$ cat config.mk
export PLATFORM = sky130hd
export DESIGN_NAME = ifetch_responder
export DESIGN_NICKNAME = d
export VERILOG_FILES = /design/src/rtl/ifetch_responder.sv
export SDC_FILE = /design/constraint.sdc
export NUM_CORES = 1
export LEC_CHECK = 0
export ABC_AREA = 1
export ABC_CLOCK_PERIOD_IN_PS = 2400
export CAP_MARGIN = 25
export CORE_UTILIZATION = 45
export DETAILED_ROUTE_END_ITERATION = 16
export HOLD_SLACK_MARGIN = 0.08
export PLACE_DENSITY_LB_ADDON = 0.3
export SETUP_SLACK_MARGIN = 0.5
export SYNTH_ARGS = -nofsm -noshare
export SYNTH_HDL_FRONTEND = slang
export SYNTH_SLANG_ARGS = --single-unit
$ cat constraint.sdc
create_clock -name i_clk -period 2.4 [get_ports i_clk]
set_clock_uncertainty 0.05 [all_clocks]
set_input_delay 0.6 -clock i_clk [delete_from_list [all_inputs] [get_ports i_clk]]
set_output_delay 0.6 -clock i_clk [all_outputs]
set_load 0.02 [all_outputs]
$ cat src/rtl/ifetch_responder.sv
// ifetch_responder: one-entry instruction line buffer between the IF stage and a
// simple request/ack backing memory.
// Latency: hit answers combinationally; a miss costs at least 2 cycles
// (request registered on the edge after the miss, fill on the edge of the ack).
// Backpressure: o_stall holds the IF PC and ID register until the line buffer hits.
//
// Ports:
//   i_clk, i_rstn              clock, asynchronous active-low reset
//   i_addr, i_flush            fetch address from the PC, pipeline redirect
//   o_instr, o_stall           instruction word and stall to the IF stage
//   o_mem_req, o_mem_addr      registered read request to backing memory
//   i_mem_ack, i_mem_rdata     read completion from backing memory
//   o_misaligned               only with IFETCH_MISALIGN_CHK_EN defined
//
// Optional feature: define IFETCH_MISALIGN_CHK_EN to flag fetches with
// i_addr[1:0] != 0 instead of requesting them from memory.

module ifetch_responder #(
    parameter int                 WIDTH    = 32,
    parameter int                 ADDR_W   = 32,
    parameter logic [WIDTH-1:0]   NOP_WORD = WIDTH'(32'h0000_0013)
) (
    input  logic                  i_clk,
    input  logic                  i_rstn,
    input  logic [ADDR_W-1:0]     i_addr,
    input  logic                  i_flush,
    output logic [WIDTH-1:0]      o_instr,
    output logic                  o_stall,
    output logic                  o_mem_req,
    output logic [ADDR_W-1:0]     o_mem_addr,
    input  logic                  i_mem_ack,
    input  logic [WIDTH-1:0]      i_mem_rdata
`ifdef IFETCH_MISALIGN_CHK_EN
    ,
    output logic                  o_misaligned
`endif
);

    typedef enum logic [1:0] {
        IDLE  = 2'd0,
        WAIT  = 2'd1,
        DRAIN = 2'd2
    } state_t;

    state_t              state_q,     state_d;
    logic                buf_valid_q, buf_valid_d;
    logic [ADDR_W-1:0]   buf_tag_q,   buf_tag_d;
    logic [WIDTH-1:0]    buf_data_q,  buf_data_d;
    logic [ADDR_W-1:0]   req_addr_q,  req_addr_d;
    logic                mem_req_q,   mem_req_d;
    logic [ADDR_W-1:0]   mem_addr_q,  mem_addr_d;

    logic                hit;
    logic                misaligned;

    assign hit = buf_valid_q && (buf_tag_q == i_addr);

`ifdef IFETCH_MISALIGN_CHK_EN
    assign misaligned   = (i_addr[1:0] != 2'b00);
    assign o_misaligned = misaligned;
`else
    // Low address bits go to memory untouched in this build.
    assign misaligned   = 1'b0;
`endif

    // ---------------------------------------------------------------------
    // State and buffer registers
    // ---------------------------------------------------------------------
    always_ff @(posedge i_clk or negedge i_rstn) begin
        if (!i_rstn) begin
            state_q     <= IDLE;
            buf_valid_q <= 1'b0;
            buf_tag_q   <= '0;
            buf_data_q  <= '0;
            req_addr_q  <= '0;
            mem_req_q   <= 1'b0;
            mem_addr_q  <= '0;
        end else begin
            state_q     <= state_d;
            buf_valid_q <= buf_valid_d;
            buf_tag_q   <= buf_tag_d;
            buf_data_q  <= buf_data_d;
            req_addr_q  <= req_addr_d;
            mem_req_q   <= mem_req_d;
            mem_addr_q  <= mem_addr_d;
        end
    end

    // ---------------------------------------------------------------------
    // Next-state logic
    // ---------------------------------------------------------------------
    always_comb begin
        state_d     = state_q;
        buf_valid_d = buf_valid_q;
        buf_tag_d   = buf_tag_q;
        buf_data_d  = buf_data_q;
        req_addr_d  = req_addr_q;
        mem_req_d   = mem_req_q;
        mem_addr_d  = mem_addr_q;

        case (state_q)
            IDLE: begin
                // Any ack seen here has no outstanding request and is ignored.
                if (!hit && !i_flush && !misaligned) begin
                    req_addr_d = i_addr;
                    mem_req_d  = 1'b1;
                    mem_addr_d = i_addr;
                    state_d    = WAIT;
                end
            end

            WAIT: begin
                if (i_mem_ack) begin
                    // A redirect in the ack cycle makes the data stale; the
                    // old buffer contents stay valid.
                    if (!i_flush) begin
                        buf_valid_d = 1'b1;
                        buf_tag_d   = req_addr_q;
                        buf_data_d  = i_mem_rdata;
                    end
                    mem_req_d = 1'b0;
                    state_d   = IDLE;
                end else if (i_flush) begin
                    // Memory still owes us an ack; swallow it in DRAIN rather
                    // than reissuing, so the next request cannot be confused
                    // with the abandoned one.
                    mem_req_d = 1'b0;
                    state_d   = DRAIN;
                end
            end

            DRAIN: begin
                if (i_mem_ack) begin
                    state_d = IDLE;
                end
            end

            default: begin
                state_d   = IDLE;
                mem_req_d = 1'b0;
            end
        endcase
    end

    // ---------------------------------------------------------------------
    // IF-stage outputs
    // ---------------------------------------------------------------------
    always_comb begin
        o_stall = 1'b1;
        o_instr = NOP_WORD;
        if (misaligned) begin
            // Let the pipeline advance so the exception reaches the trap logic.
            o_stall = 1'b0;
        end else if (hit && (state_q != DRAIN)) begin
            o_stall = 1'b0;
            o_instr = buf_data_q;
        end
    end

    assign o_mem_req  = mem_req_q;
    assign o_mem_addr = mem_addr_q;

endmodule

* After elaboration in Yosys (flattened, before gate mapping) *
Index checks and enable logic that the tools add are counted.
Widths: inputs -> output; s select.

storage, ports and cells
  input port bits = 68
  output and inout bits = 66
  logic and storage cells = 36
  flip-flop bits (word level) = 100

operators by class
  muxes and demuxes = 11
  reduce and logical (&&, ||, !) cells = 10
  equality and inequality tests = 7
  bitwise logic cells = 2

operators with widths
  cell                number
  $eq 32x32->1        1
  $mux 32             1
  $reduce_and 3->1    3
  $mux 2              4
  $ne 2x2->1 const B  3
  $pmux 2 s3          1
  $mux 1              4
  $logic_and 1x1->1   3
  $ne 3x3->1 const B  1
  $pmux 1 s3          1
  $eq 2x1->1 const B  1
  $eq 2x2->1 const B  1
  $logic_not 1->1     2
  $logic_not 2->1     1
  $not 1->1           2
  $reduce_and 2->1    1

* Logic depth before layout (Yosys ltp) *
  word-level depth = 6
  mapped depth = 14
  depth with buffers taken out = 14

* Least setup slack after synthesis *
OpenSTA, ideal clock, no wires.

  kind = input -> output
  from = in i_addr[26]
  to = out o_instr[19]
  arrival = 1.747 ns
  stages on the path = 6
  path slack = 0.003 ns
  data required time = 1.750 ns
  path buffers = 1
  path through = xnor2_2 -> nand3_1 -> nor4_4 -> nand3_2 -> buf_6 -> nor2_2

on the way
  longest elaborated chain between the ends = 4

RTL lines
  item               RTL line  source
  start, declared    25        input logic [ADDR_W-1:0] i_addr,
  $eq 32x32->1       56        assign hit = buf_valid_q && (buf_tag_q == i_addr);
  $logic_and 1x1->1  56
  $logic_and 1x1->1  154       end else if (hit && (state_q != DRAIN)) begin
  $mux 32            154
  end, declared      27        output logic [WIDTH-1:0] o_instr,

Every way passes these cells.

* Worst setup path in the final report *
  from = reg buf_tag_q[27]
  to = out o_instr[18]

on the way
  longest elaborated chain between the ends = 4

RTL lines
  item                    RTL line  source
  start, declared         47        logic [ADDR_W-1:0] buf_tag_q, buf_tag_d;
  start signal, assigned  81        buf_tag_q <= buf_tag_d;
  $eq 32x32->1            56
  $logic_and 1x1->1       56
  $logic_and 1x1->1       154
  $mux 32                 154

Every way passes these cells.

==> impl_results.md <==
- Max-Cap Viols: 0
- DRT iter0 DRCs: 397
- Final WS setup: -0.646 ns
- WL final: 17700 um
- Routed vias: 5264
- Number of global-route vias before repair: 5056
- Yosys cell types: 29
- First-pass GRT wire length: 24500 um
- RR Startpoint: buf_tag_q[28]
- Slowest-stage cell, CP: dfrtp_1
- Post-synthesis sequential area ratio: 52.1%
- FF+latch count, synth: 100
- Min Tclk post-route: 3.05 ns
- R2R Setup Slk: 0.18 ns
- Site Rows: 37
- Die area: 0.0111 mm2
- Clock transition at path regs: 0.09 ns
- Status: finished, violations left
- # setup viols final: 34
- Crit Reg-Reg Endpoint: req_addr_q[21]
- Crit-path cells: inv_1 > nand2_2 > nand2_1 > nor2_2 > nand4_1 > nor2_1 > nand3_1 > nor2_4 > nand3_4 > buf_6 > buf_16 > nor2_4 > buf_6
- Failing checks: negative setup slack
- Synth area leaders: dfrtp_1 (52%), nand2_1 (10%), inv_1 (7.7%), nor2_1 (6.5%), a21oi_1 (6.0%)
- Starting density of the core: 46.6%
- DR top layer: met4
- Max VDD drop: 482 uV
- Antenna Cells: 0
- Mapped Nets: 668
- Post-route cell area: 0.00847 mm2
- CP endpoint kind: output pin
- Global route overflow: 0
- DRC viols: 0
- CTS tree: yes
- Final period utilization: 127%
- Die Y-Extent: 105 um
- GP Congestion: 0.947
- Layout Area Growth over Synthesis: 76.2%
- Worst-path fanout max: 8
- Fin util: 82.0%
- Die X: 105 um
- Max stage delay on crit path: 0.37 ns
- H-tree levels: 3
- Crit path depth: 13
- Critical Path AT: 2.40 ns
- Clock Tree Buf Depth: 2
- Total buffers and inverters traversed by the critical path: 4
- RSZ-0062 raised after global routing: yes
- Placed cell area: 0.00691 mm2
- Fmax: 328 MHz
- Fin nets: 920
- Slew headroom: 73.4%
- Ports: 134
- HPWL after detailed placement: 9260 um
- Total core area: 0.0103 mm2
- Met2 routed WL: 9040 um
- Synthesized area per cell: 8.01 um2
- Leakage power: 4.37 nW
- Final Hold Viols: 0
- Slew Viols, Final: 0
- Req. time, crit path: 1.75 ns
- Clk_lat worst skew: 0.37 ns
- Pin count of the biggest net entering global routing: 53
- Min-delay worst type: primary input to asynchronous set/reset pin
- Final Power: 7.00 mW
- Mapped Area: 0.00481 mm2
- Worst slack, placed: -1.26 ns
- Drt via density: 5.31
- Clk root buf: clkbuf_8
- Met3 wire length: 1070 um
- Total CTS buffers: 9
- Antenna violations before repair: 0
- Total power per unit cell area: 827 mW/mm2
- Mapped Cells: 600
- Synth top area share: 52.1%
- Commonest non-fill, non-tap cells in the layout: dfrtp_1 (100), inv_1 (85), nor2_1 (75), buf_4 (75), nand2_1 (71)
- Gr usage total: 28.6%
- WS Path Type: register to output pin
- M1 WL: 6780 um
- Ys Warns: 0
- PortBufs: 133
- Layout cells sized above 1: 41.0%
- Clock sink total: 100
- Routed len/inst: 17.8 um
- Nature of the critical path startpoint: register
- Leading area contributor after synthesis: dfrtp_1
- CP delay by family, top: simple AND/OR/NAND/NOR gates
- First drt pass iteration count: 5
- Cells on worst reg2reg path: 15
- Post-DRT Antenna Nets: 0
- Most common cell after layout, fill and taps aside: dfrtp_1
- Worst Tran Pin Value: 0.399 ns
## metal layers
metal / vias to the layer above / track usage [%]
met5: - / 0
met4: 0 / 12.1
met3: 72 / 3.96
met2: 270 / 51.3
met1: 2554 / 34.1
li1: 2368 / -
## cells by family (layout without fill, tap and decap cells)
logic type / count (synthesis) / count (layout) / synth area share [%]
buffers and inverters: 124 / 379 / 10.9
multiplexers: 7 / 7 / 1.64
XOR/XNOR: 4 / 4 / 0.885
AND/OR/NAND/NOR: 267 / 268 / 24.1
AO/OA/AOI/OAI: 98 / 98 / 10.4
flip-flops: 100 / 100 / 52.1
## worst max-delay path by stage
stage	startpoint	to	slack [ns]
after global routing	buf_tag_q[27]	o_instr[18]	-0.69
after floorplan	i_addr[9]	o_instr[19]	0.04
final	buf_tag_q[27]	o_instr[18]	-0.65
after CTS	buf_tag_q[14]	o_instr[22]	-0.62
after detailed placement	i_addr[30]	o_instr[26]	-1.26
after global placement	i_addr[26]	o_instr[31]	-1.16
## sequential cells by signal, indices dropped and copies added, names as in the netlist
| register | flops |
|---|---|
| buf_data_q | 32 |
| buf_tag_q | 32 |
| buf_valid_q | 1 |
| o_mem_req | 1 |
| req_addr_q | 32 |
| state_q | 2 |
## where the power goes
group | internal (mW) | switching (mW)
clock | 0.536 | 0.585
sequential | 2.25 | 0.429
combinational | 1.47 | 1.73
## area by class of cell
cell class	count	area [um2]
fill	583	1850
inverter	101	382
timing repair buffer	263	2770
clock inverter	3	46.3
multi-input combinational	377	2440
tap	136	170
sequential	100	2500
clock buffer	12	155
## cell usage after synthesis
| master | number |
|---|---|
| a21oi_1 | 58 |
| buf_6 | 7 |
| xor2_1 | 2 |
| nand3_2 | 3 |
| inv_2 | 2 |
| o22ai_1 | 1 |
| nor4_4 | 1 |
| inv_1 | 99 |
| o21ai_1 | 14 |
| clkbuf_1 | 10 |
| mux2_2 | 7 |
| buf_2 | 2 |
| nor2_1 | 83 |
| a21boi_0 | 1 |
| nor3_1 | 2 |
| xnor2_1 | 1 |
| buf_4 | 1 |
| o2111ai_1 | 1 |
| nand3_1 | 4 |
| o21ai_0 | 23 |
| nand2_1 | 129 |
| dfrtp_1 | 100 |
| nand4_1 | 12 |
| nor4_1 | 1 |
| nor2_2 | 30 |
| xnor2_2 | 1 |
| buf_1 | 3 |
| nand3b_1 | 1 |
| or2_1 | 1 |
## timing repair
item,in CTS,in global routing
gates resized for setup,426,91
hold buffers,0,0
buffers inserted,37,11
cloned,13,1
pin swaps,39,42
endpoints found under the setup margin,100,114
## per-stage QoR
step           setup TNS (ns)  hold slack [ns]  instances
6_report               -18.99           0.0941        992
3_5_place_dp           -44.29            0.415        915
2_1_floorplan               0            0.254        600
3_3_place_gp           -40.39            0.409        915
4_1_cts                -19.13            0.105        980
5_1_grt                -20.83            0.115        992
Note: power is estimated with default switching activity, not from simulation.
